--- src/rtl/ooo_read_responder.sv ---
// Out-of-order AXI-style read responder with a small slot table.
// Define RESP_REORDER_EN for expiry-order return; default is strict in-order.
module ooo_read_responder #(
   parameter int DATA_WIDTH = 8,
   parameter int ADDR_WIDTH = 8,
   parameter int DEPTH      = 4,
   parameter int BASE_LAT   = 2
) (
   input  logic                  clk,
   input  logic                  rst,
   input  logic [3:0]            s_arid_i,
   input  logic [ADDR_WIDTH-1:0] s_araddr_i,
   input  logic                  s_arvalid_i,
   output logic                  s_arready_o,
   output logic [DATA_WIDTH-1:0] s_rdata_o,
   output logic [3:0]            s_rid_o,
   output logic                  s_rvalid_o,
   input  logic                  s_rready_i
);

   localparam int IW  = (DEPTH > 1) ? $clog2(DEPTH) : 1;
   localparam int AGW = $clog2(DEPTH + 1);
   localparam int CW  = $clog2(BASE_LAT + 4);

   logic                  v_q    [DEPTH];
   logic                  v_d    [DEPTH];
   logic [3:0]            id_q   [DEPTH];
   logic [3:0]            id_d   [DEPTH];
   logic [ADDR_WIDTH-1:0] addr_q [DEPTH];
   logic [ADDR_WIDTH-1:0] addr_d [DEPTH];
   logic [AGW-1:0]        age_q  [DEPTH];
   logic [AGW-1:0]        age_d  [DEPTH];
   logic [CW-1:0]         cnt_q  [DEPTH];
   logic [CW-1:0]         cnt_d  [DEPTH];
`ifdef RESP_REORDER_EN
   logic [2:0]            ovd_q  [DEPTH];
   logic [2:0]            ovd_d  [DEPTH];
`endif

   logic [AGW-1:0]        occ_q, occ_d;
   logic                  rvalid_q, rvalid_d;
   logic [DATA_WIDTH-1:0] rdata_q, rdata_d;
   logic [3:0]            rid_q, rid_d;

   logic                  free_found;
   logic [IW-1:0]         free_idx;
   logic                  sel_found;
   logic [IW-1:0]         sel_idx;
   logic [AGW-1:0]        sel_age;
   logic [ADDR_WIDTH-1:0] sel_addr;
   logic [DATA_WIDTH-1:0] sel_ext;
   logic                  acc;
   logic                  load;
   logic [CW-1:0]         new_cnt;
   logic [AGW-1:0]        new_age;

   assign s_arready_o = free_found;
   assign s_rvalid_o  = rvalid_q;
   assign s_rdata_o   = rdata_q;
   assign s_rid_o     = rid_q;

   always_comb begin
      free_found = 1'b0;
      free_idx   = '0;
      for (int i = DEPTH - 1; i >= 0; i--) begin
         if (!v_q[i]) begin
            free_found = 1'b1;
            free_idx   = IW'(i);
         end
      end
   end

`ifdef RESP_REORDER_EN
   // Longest-expired wins, ties to oldest; a slot waits behind any older same-ID slot.
   always_comb begin
      logic       blk;
      logic [2:0] best_ovd;
      logic [AGW-1:0] best_age;
      blk       = 1'b0;
      best_ovd  = '0;
      best_age  = '0;
      sel_found = 1'b0;
      sel_idx   = '0;
      for (int i = 0; i < DEPTH; i++) begin
         blk = 1'b0;
         for (int j = 0; j < DEPTH; j++) begin
            if (v_q[j] && id_q[j] == id_q[i] && age_q[j] < age_q[i])
               blk = 1'b1;
         end
         if (v_q[i] && cnt_q[i] == '0 && !blk) begin
            if (!sel_found || ovd_q[i] > best_ovd ||
                (ovd_q[i] == best_ovd && age_q[i] < best_age)) begin
               sel_found = 1'b1;
               sel_idx   = IW'(i);
               best_ovd  = ovd_q[i];
               best_age  = age_q[i];
            end
         end
      end
   end
`else
   always_comb begin
      sel_found = 1'b0;
      sel_idx   = '0;
      for (int i = 0; i < DEPTH; i++) begin
         if (v_q[i] && age_q[i] == '0 && cnt_q[i] == '0) begin
            sel_found = 1'b1;
            sel_idx   = IW'(i);
         end
      end
   end
`endif

   assign sel_age  = age_q[sel_idx];
   assign sel_addr = addr_q[sel_idx];

   generate
      if (DATA_WIDTH > ADDR_WIDTH) begin : g_ext
         assign sel_ext = {{(DATA_WIDTH - ADDR_WIDTH){1'b0}}, sel_addr};
      end else begin : g_trunc
         assign sel_ext = sel_addr[DATA_WIDTH-1:0];
      end
   endgenerate

   assign acc     = s_arvalid_i && free_found;
   assign load    = sel_found && (!rvalid_q || s_rready_i);
   assign new_cnt = CW'(BASE_LAT) + CW'(s_araddr_i[1:0]);
   // Age is the rank among pending slots: 0 is the oldest.
   assign new_age = occ_q - AGW'(load);

   always_comb begin
      occ_d = occ_q + AGW'(acc) - AGW'(load);
      for (int i = 0; i < DEPTH; i++) begin
         v_d[i]    = v_q[i];
         id_d[i]   = id_q[i];
         addr_d[i] = addr_q[i];
         age_d[i]  = age_q[i];
         cnt_d[i]  = cnt_q[i];
`ifdef RESP_REORDER_EN
         ovd_d[i]  = ovd_q[i];
         if (v_q[i] && cnt_q[i] == '0 && ovd_q[i] != 3'd7)
            ovd_d[i] = ovd_q[i] + 3'd1;
`endif
         if (v_q[i] && cnt_q[i] != '0)
            cnt_d[i] = cnt_q[i] - CW'(1);
         if (load && v_q[i] && age_q[i] > sel_age)
            age_d[i] = age_q[i] - AGW'(1);
         if (load && IW'(i) == sel_idx) begin
            v_d[i]   = 1'b0;
            cnt_d[i] = '0;
`ifdef RESP_REORDER_EN
            ovd_d[i] = '0;
`endif
         end
         if (acc && IW'(i) == free_idx) begin
            v_d[i]    = 1'b1;
            id_d[i]   = s_arid_i;
            addr_d[i] = s_araddr_i;
            age_d[i]  = new_age;
            cnt_d[i]  = new_cnt;
`ifdef RESP_REORDER_EN
            ovd_d[i]  = '0;
`endif
         end
      end
   end

   always_comb begin
      rvalid_d = rvalid_q;
      rdata_d  = rdata_q;
      rid_d    = rid_q;
      if (!rvalid_q || s_rready_i) begin
         rvalid_d = sel_found;
         if (sel_found) begin
            rdata_d = ~sel_ext;
            rid_d   = id_q[sel_idx];
         end
      end
   end

   always_ff @(posedge clk) begin
      if (rst) begin
         occ_q    <= '0;
         rvalid_q <= 1'b0;
         rdata_q  <= '0;
         rid_q    <= '0;
         for (int i = 0; i < DEPTH; i++) begin
            v_q[i]    <= 1'b0;
            id_q[i]   <= '0;
            addr_q[i] <= '0;
            age_q[i]  <= '0;
            cnt_q[i]  <= '0;
`ifdef RESP_REORDER_EN
            ovd_q[i]  <= '0;
`endif
         end
      end else begin
         occ_q    <= occ_d;
         rvalid_q <= rvalid_d;
         rdata_q  <= rdata_d;
         rid_q    <= rid_d;
         for (int i = 0; i < DEPTH; i++) begin
            v_q[i]    <= v_d[i];
            id_q[i]   <= id_d[i];
            addr_q[i] <= addr_d[i];
            age_q[i]  <= age_d[i];
            cnt_q[i]  <= cnt_d[i];
`ifdef RESP_REORDER_EN
            ovd_q[i]  <= ovd_d[i];
`endif
         end
      end
   end

endmodule

--- config.mk ---
export PLATFORM = sky130hd
export DESIGN_NAME = ooo_read_responder
export DESIGN_NICKNAME = d
export VERILOG_FILES = /design/src/rtl/ooo_read_responder.sv
export SDC_FILE = /design/constraint.sdc
export NUM_CORES = 1
export LEC_CHECK = 0
export CORE_AREA = 5 5 100 102
export DETAILED_ROUTE_END_ITERATION = 7
export DIE_AREA = 0 0 105 107
export GPL_ROUTABILITY_DRIVEN = 0
export GPL_TIMING_DRIVEN = 0
export PLACE_DENSITY = 0.81
export SYNTH_ARGS = -nofsm -noshare
export SYNTH_HDL_FRONTEND = slang
export SYNTH_SLANG_ARGS = --single-unit
--- constraint.sdc ---
create_clock -name clk -period 7.9 [get_ports clk]
set_clock_uncertainty 0.1 [all_clocks]
set_input_delay 1.58 -clock clk [delete_from_list [all_inputs] [get_ports clk]]
set_output_delay 1.58 -clock clk [all_outputs]
set_load 0.02 [all_outputs]
==> results of run 1 <==
worst max-delay path, cell delays in order, from the launching register on:
cell and delay, ps:
dfxtp_1 360, inv_1 50, ha_1 190, ha_1 210
nand4b_1 130, buf_4 200, clkbuf_1 440, clkbuf_1 540
o22ai_1 150, a21oi_1 410, ha_1 340, o21ba_2 220
a41oi_1 180, o311ai_1 150, a31oi_2 270, nor3_1 90
a2111oi_2 320
registers in the layout, summed over array words and instances, names as in the netlist:
signal / flops
addr_q: 32
id_q: 16
age_q: 12
cnt_q: 12
s_rdata_o: 8
s_rid_o: 4
v_q: 4
occ_q: 3
s_rvalid_o: 1
synthesized netlist by cell type, drive strengths merged (2+ instances only):
cell type and instances:
nor4 2, nor2b 7, a211oi 9, clkbuf 15, nand2b 8, dfxtp 44, xnor2 8, and2 43
mux2i 9, nand3 6, edfxtp 48, a31oi 4, o311ai 4, o211ai 3, a2111oi 2, nor3 20
o32ai 5, nand4b 5, o311a 2, a22oi 5, o31ai 2, buf 14, o22ai 13, nor2 60
a41oi 2, inv 29, ha 24, nand4 5, a21oi 33, nand2 26, and4b 4, a311oi 5
or3 2, a21o 2, o21ai 11
routing by layer:
metal  track usage  wire length, um  share of wire
met3        0.0373              999          0.082
met2         0.370             5850           0.48
met1         0.264             4660           0.38
met5             0                0              0
met4         0.113              630          0.052
worst paths after layout:
check	startpoint	end	slack, ps	depth (start not counted)
max	cnt_q[3][0]$_SDFFE_PP0P_	age_q[2][0]$_SDFFE_PP0P_	3460	16
min	s_rid_o[0]$_SDFFE_PP0N_	s_rid_o[0]$_SDFFE_PP0N_	410	2
max reg2reg	cnt_q[3][0]$_SDFFE_PP0P_	age_q[2][0]$_SDFFE_PP0P_	3460	16
min reg2reg	s_rid_o[0]$_SDFFE_PP0N_	s_rid_o[0]$_SDFFE_PP0N_	410	2
final cells by class:
class / instances / area [um2] / area share
Tap cell: 111 / 139 / 0.0255
Clock inverter: 7 / 67.6 / 0.0124
Buffer: 29 / 140 / 0.0257
Timing Repair Buffer: 27 / 270 / 0.0496
Sequential cell: 92 / 2320 / 0.426
Inverter: 29 / 109 / 0.0200
Multi-Input combinational cell: 345 / 2270 / 0.418
Clock buffer: 9 / 124 / 0.0227
through the flow:
step	instance area [um2]	hold WS (ps)	setup slack, ps	power (mW)
final	5450	406	3460	1.38
after global routing	5450	424	3180	1.45
after CTS	5450	407	3510	1.37
after detailed placement	5250	388	3180	1.07
after global placement	5250	381	3280	1.05
after floorplan	4840	368	4190	0.922
placed cells by master, fill, tap and decap left out, types with 2 or more instances in the layout:
| cell type | count |
|---|---|
| buf_6 | 2 |
| o311a_1 | 2 |
| o32ai_1 | 4 |
| buf_4 | 2 |
| clkbuf_8 | 9 |
| clkbuf_1 | 15 |
| inv_1 | 29 |
| and4b_1 | 4 |
| nor2_1 | 60 |
| o311ai_1 | 4 |
| ha_1 | 24 |
| nor3_1 | 20 |
| edfxtp_1 | 48 |
| nor2b_1 | 7 |
| o31ai_1 | 2 |
| buf_1 | 3 |
| nand4b_1 | 3 |
| a21oi_1 | 33 |
| o22ai_1 | 13 |
| clkinv_4 | 2 |
| a211oi_1 | 9 |
| nand3_1 | 6 |
| nand4_1 | 5 |
| a21o_1 | 2 |
| nand2b_1 | 8 |
| clkdlybuf4s50_1 | 27 |
| a311oi_1 | 5 |
| a22oi_1 | 5 |
| mux2i_1 | 9 |
| buf_2 | 7 |
| xnor2_1 | 8 |
| inv_6 | 2 |
| o21ai_0 | 11 |
| and2_1 | 43 |
| o211ai_1 | 3 |
| dfxtp_1 | 44 |
| nand2_1 | 26 |
| a31oi_1 | 3 |
cell families after synthesis:
family | synth area share
xor+xnor | 0.0163
flops | 0.479
simple gates | 0.212
mux | 0.0186
compound gates | 0.156
buf+inv | 0.0514
fa+ha+maj | 0.0661
power groups by stage:
| stage | combinational [mW] | clock [mW] | sequential (mW) |
|---|---|---|---|
| after global placement | 0.444 | 0 | 0.610 |
| after CTS | 0.464 | 0.309 | 0.602 |
| after detailed placement | 0.461 | 0 | 0.613 |
| final | 0.468 | 0.308 | 0.602 |
| after floorplan | 0.293 | 0 | 0.629 |
| after global routing | 0.507 | 0.330 | 0.610 |
==> results by group, run 1 <==
Run status
  • Status: finished clean

Timing
  • Slew margin rel.: 0.427
  • Slew Viols, Final: 0
  • Fmax: 0.225 GHz
  • Final hold violations: 0
  • Final period utilization: 0.562
  • Final Setup Violations: 0
  • Period minus WS final: 4440 ps
  • RSZ-0062 raised after global routing: no
  • Worst slew pin tran: 859 ps
  • Setup tns final: 0 ps

Setup path
  • Worst Path Required: 8070 ps
  • Setup Crit Path Kind: reg -> reg
  • Crit path DAT: 4610 ps
  • Critical Path Source Type: flip-flop
  • Max FO, Critical Path: 10
  • CP Capture Type: flip-flop

Cells and area
  • Post-Layout Cell Count: 649
  • Post-route core utilization: 0.604
  • ANT cells: 0
  • Fraction of layout cells with a size suffix above 1: 0.0669
  • Filler Cells Inserted: 763
  • Area Overhead vs Synth: 12.4%
  • Post-layout net count: 574

Detailed routing
  • DRT iter0 DRCs: 428
  • Routed WL: 12100 um
  • Drt pass-1 iters: 6
  • DRC viols: 0
  • Via/cell ratio: 6.21
  • Post-route ant nets: 0
  • Routed vias: 4029
  • DR WL/cell: 18.7 um

Pwr
  • Combinational Power Share: 0.340
  • Peak supply drop: 146 uV
  • Internal power: 881 uW
  • Switch Pwr: 496 uW
  • Clock share of power: 0.223
  • Pwr Density: 253 mW/mm2
  • Leakage: 2.03 nW
  • Sw Share: 0.360
  • Sequential power share: 0.437

Clocking
  • CTS-repair resized insts: 0
  • CTS buffer count: 9
  • CTS clk-pin slew, worst paths: 100 ps
  • # hold bufs at CTS: 0
  • CTS tree: done
  • CTS max path bufs: 2
  • Sinks on Clock Net: 92
  • CTS root buf: clkbuf_8
  • Post-CTS Setup Repair Bufs: 0
  • Clk_lat worst skew: 360 ps
  • H-tree Lvls: 3

Synth
  • Async set-or-reset flop fraction in the synthesized netlist: 0
  • Post-synth top area cell: edfxtp_1
  • Seq/Total Area, Yosys: 0.479
  • Syn. warnings: 0
  • Netlist cell types: 60
  • Mapped cell area: 0.00484 mm2
  • Synthesized instance count: 495
  • EDFF count, synth: 48
  • Post-synthesis net count: 536
  • Register bit total from synthesis: 92
  • Syn Area/Cell: 9.79 um2
  • Ys flop type: edfxtp_1
  • Top-area cell type share of the netlist area: 0.298
  • Synth top area cells: edfxtp_1 (30%), dfxtp_1 (18%), ha_1 (6.2%)

Die
  • Die height: 107 um
  • Number of I/O pins: 30
  • Die ar.: 0.0112 mm2
  • Die width: 105 um
  • Placeable Area: 0.00902 mm2
  • Initial Util: 0.537
  • Cell row count: 35

Global route
  • Number of global-route vias before repair: 3927
  • First-pass GRT wire length: 19500 um
  • All-Layer GR Usage: 0.217
  • Initial antenna violation count: 0
  • Largest net degree at the start of global routing: 19
  • Grt total ovfl: 0

Min path
  • Hold/Removal Path Class: reg -> reg

Placement
  • Placed cells: 633
  • Input/output buffers: 27
  • Post-DP HPWL: 8510 um

Job
  • Max-capacitance violation count: 0
Note: power is estimated with default switching activity, not from simulation.
==> run 2: changes to the inputs <==
--- a/config.mk
+++ b/config.mk
@@ -5,12 +5,12 @@
 export SDC_FILE = /design/constraint.sdc
 export NUM_CORES = 1
 export LEC_CHECK = 0
-export CORE_AREA = 5 5 100 102
+export CORE_AREA = 5 5 101 103
 export DETAILED_ROUTE_END_ITERATION = 7
-export DIE_AREA = 0 0 105 107
+export DIE_AREA = 0 0 106 108
 export GPL_ROUTABILITY_DRIVEN = 0
 export GPL_TIMING_DRIVEN = 0
-export PLACE_DENSITY = 0.81
+export PLACE_DENSITY = 0.82
 export SYNTH_ARGS = -nofsm -noshare
 export SYNTH_HDL_FRONTEND = slang
 export SYNTH_SLANG_ARGS = --single-unit
==> constraint.sdc (replaced) <==
create_clock -name clk -period 3.8 [get_ports clk]
set_clock_uncertainty 0.1 [all_clocks]
set_input_delay 0.76 -clock clk [delete_from_list [all_inputs] [get_ports clk]]
set_output_delay 0.76 -clock clk [all_outputs]
set_load 0.02 [all_outputs]
==> results by group, run 2 (synthesized netlist as in run 1, its figures left out) <==
Timing
  • Final Setup Violations: 0 (unchanged)
  • Worst slew pin tran: 811 ps (-47.5 ps)
  • Fmax: 0.278 GHz (+24%)
  • Slew Viols, Final: 0 (unchanged)
  • Period minus WS final: 3590 ps (-847 ps)
  • Final period utilization: 0.945 (+0.383)
  • Slew margin rel.: 0.459 (+0.0317)
  • Final hold violations: 0 (unchanged)
  • Final WS setup: 208 ps (-3250 ps)
  • Setup tns final: 0 ps (unchanged)

Die
  • Die height: 108 um (+0.93%)
  • Placeable Area: 0.00911 mm2 (+0.97%)
  • Number of I/O pins: 30 (unchanged)
  • Die ar.: 0.0114 mm2 (+1.9%)
  • Cell row count: 35 (unchanged)
  • Die width: 106 um (+0.95%)
  • Initial Util: 0.532 (-0.00516)

Cells and area
  • ANT cells: 0 (unchanged)
  • Post-layout net count: 573 (-0.17%)
  • Most frequent cells in the layout: nor2_1 (59), edfxtp_1 (48), and2_1 (43), dfxtp_1 (43), a21oi_1 (32)
  • Fraction of layout cells with a size suffix above 1: 0.0875 (+0.0206)
  • Final instance area: 0.00549 mm2 (+0.90%)
  • Area of the multi-input gates: 0.00230 mm2 (+1.4%)
  • Regs by FF count: addr_q x32, id_q x16
  • Filler Cells Inserted: 745 (-2.4%)
  • Area Overhead vs Synth: 13.4%
  • Largest Register: addr_q
  • Register Area: 0.00232 mm2 (about the same)
  • Max reg flops: 32 (unchanged)
  • Commonest non-fill, non-tap cell in the layout: nor2_1

Global route
  • Number of global-route vias before repair: 3815 (-2.9%)
  • All-Layer GR Usage: 0.214 (-0.00378)
  • First-pass GRT wire length: 19000 um (-2.6%)
  • Largest net degree at the start of global routing: 20 (+1)
  • Initial antenna violation count: 0 (unchanged)
  • Grt total ovfl: 0 (unchanged)

Pwr
  • Internal power: 1.86 mW (+110%)
  • Total power: 2.91 mW (+110%)
  • Clock share of power: 0.229 (+0.006)
  • Sequential power share: 0.431 (-0.006)
  • Peak supply drop: 298 uV (+100%)
  • Leakage: 2.04 nW (+0.75%)
  • Combinational Power Share: 0.341 (about the same)
  • Pwr Density: 529 mW/mm2 (+110%)
  • Switch Pwr: 1.05 mW (+110%)
  • Sw Share: 0.361 (+0.00126)

Detailed routing
  • Post-route ant nets: 0 (unchanged)
  • Routed vias: 4009 (-0.50%)
  • DR WL/cell: 18.4 um (-1.8%)
  • DRC viols: 0 (unchanged)
  • Routed WL: 11900 um (-2.0%)
  • Via/cell ratio: 6.19 (-0.34%)
  • DRT iter0 DRCs: 391 (-8.6%)
  • Drt pass-1 iters: 6 (unchanged)

Setup path
  • Crit-path cells: inv_1 -> ha_1 -> ha_1 -> and4b_1 -> buf_2 -> nor2_2 -> nand2_2 -> o22ai_2 -> a21oi_2 -> ha_1 -> o21ba_2 -> a41oi_1 -> o311ai_2 -> a31oi_2 -> nor3_1 -> a2111oi_2
  • Max FO, Critical Path: 10 (unchanged)
  • Worst Path Required: 3980 ps (-4090 ps)
  • Crit path DAT: 3770 ps (-840 ps)
  • CP Capture Type: flip-flop
  • Crit-path slowest cell: dfxtp_1
  • CP max stage delay: 350 ps (-190 ps)
  • Critical path's most frequent cell: ha_1
  • Critical Path Source Type: flip-flop
  • Setup Crit Path Kind: reg -> reg

Clocking
  • CTS clk-pin slew, worst paths: 100 ps (about the same)
  • CTS buffer count: 9 (unchanged)
  • Clk_lat worst skew: 380 ps (+20 ps)
  • CTS root buf: clkbuf_8
  • CTS tree: done
  • H-tree Lvls: 3 (unchanged)
  • Sinks on Clock Net: 92 (unchanged)
  • CTS max path bufs: 2 (unchanged)

Job
  • Max-capacitance violation count: 0 (unchanged)

Run status
  • Status: finished clean

Placement
  • Post-DP HPWL: 8460 um (-0.55%)
  • Input/output buffers: 27 (unchanged)
  • Dpl cell area: 0.00525 mm2 (unchanged)
  • DP Worst Slack: -439 ps (-3620 ps)

Min path
  • Hold/Removal Path Class: reg -> reg
==> run 2: area by class of cell <==
class | count | share of cell area
Buffer | 26 | 0.0241
Clock buffer | 9 | 0.0225
Clock inverter | 7 | 0.0139
Inverter | 29 | 0.0198
Multi-Input combinational cell | 345 | 0.419
Sequential cell | 92 | 0.423
Tap cell | 111 | 0.0253
Timing Repair Buffer | 29 | 0.0519
==> run 2: through the flow <==
stage | hold WS (ps) | util | instances
CTS | 404 | 0.599 | 648
global placement | 379 | 0.577 | 633
detailed placement | 380 | 0.577 | 633
global route | 427 | 0.603 | 648
floorplan | 368 | - | 495
finish | 399 | 0.603 | 648
==> run 2: worst max-delay path: cells and delay by family, from the launching register on <==
family,cells,cell delay (ps)
fa+ha+maj,3,750
flops,1,350
compound gates,7,1400
simple gates,4,640
buf+inv,2,260
==> run 2: per-layer routing <==
metal  wire (um)  track usage  vias to the layer above
met4         367       0.0962                        0
li1            -            -                     1877
met1        4740        0.253                     1905
met2        5860        0.372                      188
met5           0            0                        -
met3         941       0.0478                       39
==> run 2: timing repair <==
action | 4_1_cts | 5_1_grt
resized for setup | 4 | 9
gates cloned | 0 | 0
hold endpoints to repair | 0 | 0
setup endpoints to repair | 12 | 7
hold buffers | 0 | 0
buffers inserted | 0 | 2
==> run 2: final timing paths <==
kind	startpoint	to	slack, ps	depth (start not counted)
setup / recovery	cnt_q[2][0]$_SDFFE_PP0P_	age_q[2][0]$_SDFFE_PP0P_	210	16
hold reg to reg	s_rdata_o[7]$_SDFFE_PP0N_	s_rdata_o[7]$_SDFFE_PP0N_	400	2
hold / removal	s_rdata_o[7]$_SDFFE_PP0N_	s_rdata_o[7]$_SDFFE_PP0N_	400	2
setup reg to reg	cnt_q[2][0]$_SDFFE_PP0P_	age_q[2][0]$_SDFFE_PP0P_	210	16
==> run 2: power groups by stage <==
stage | clock, mW | sequential (mW) | combinational, mW
final | 0.664 | 1.25 | 0.991
after global routing | 0.711 | 1.27 | 1.09
after CTS | 0.673 | 1.25 | 0.962
after detailed placement | 0 | 1.27 | 0.954
after global placement | 0 | 1.27 | 0.920
after floorplan | 0 | 1.31 | 0.609
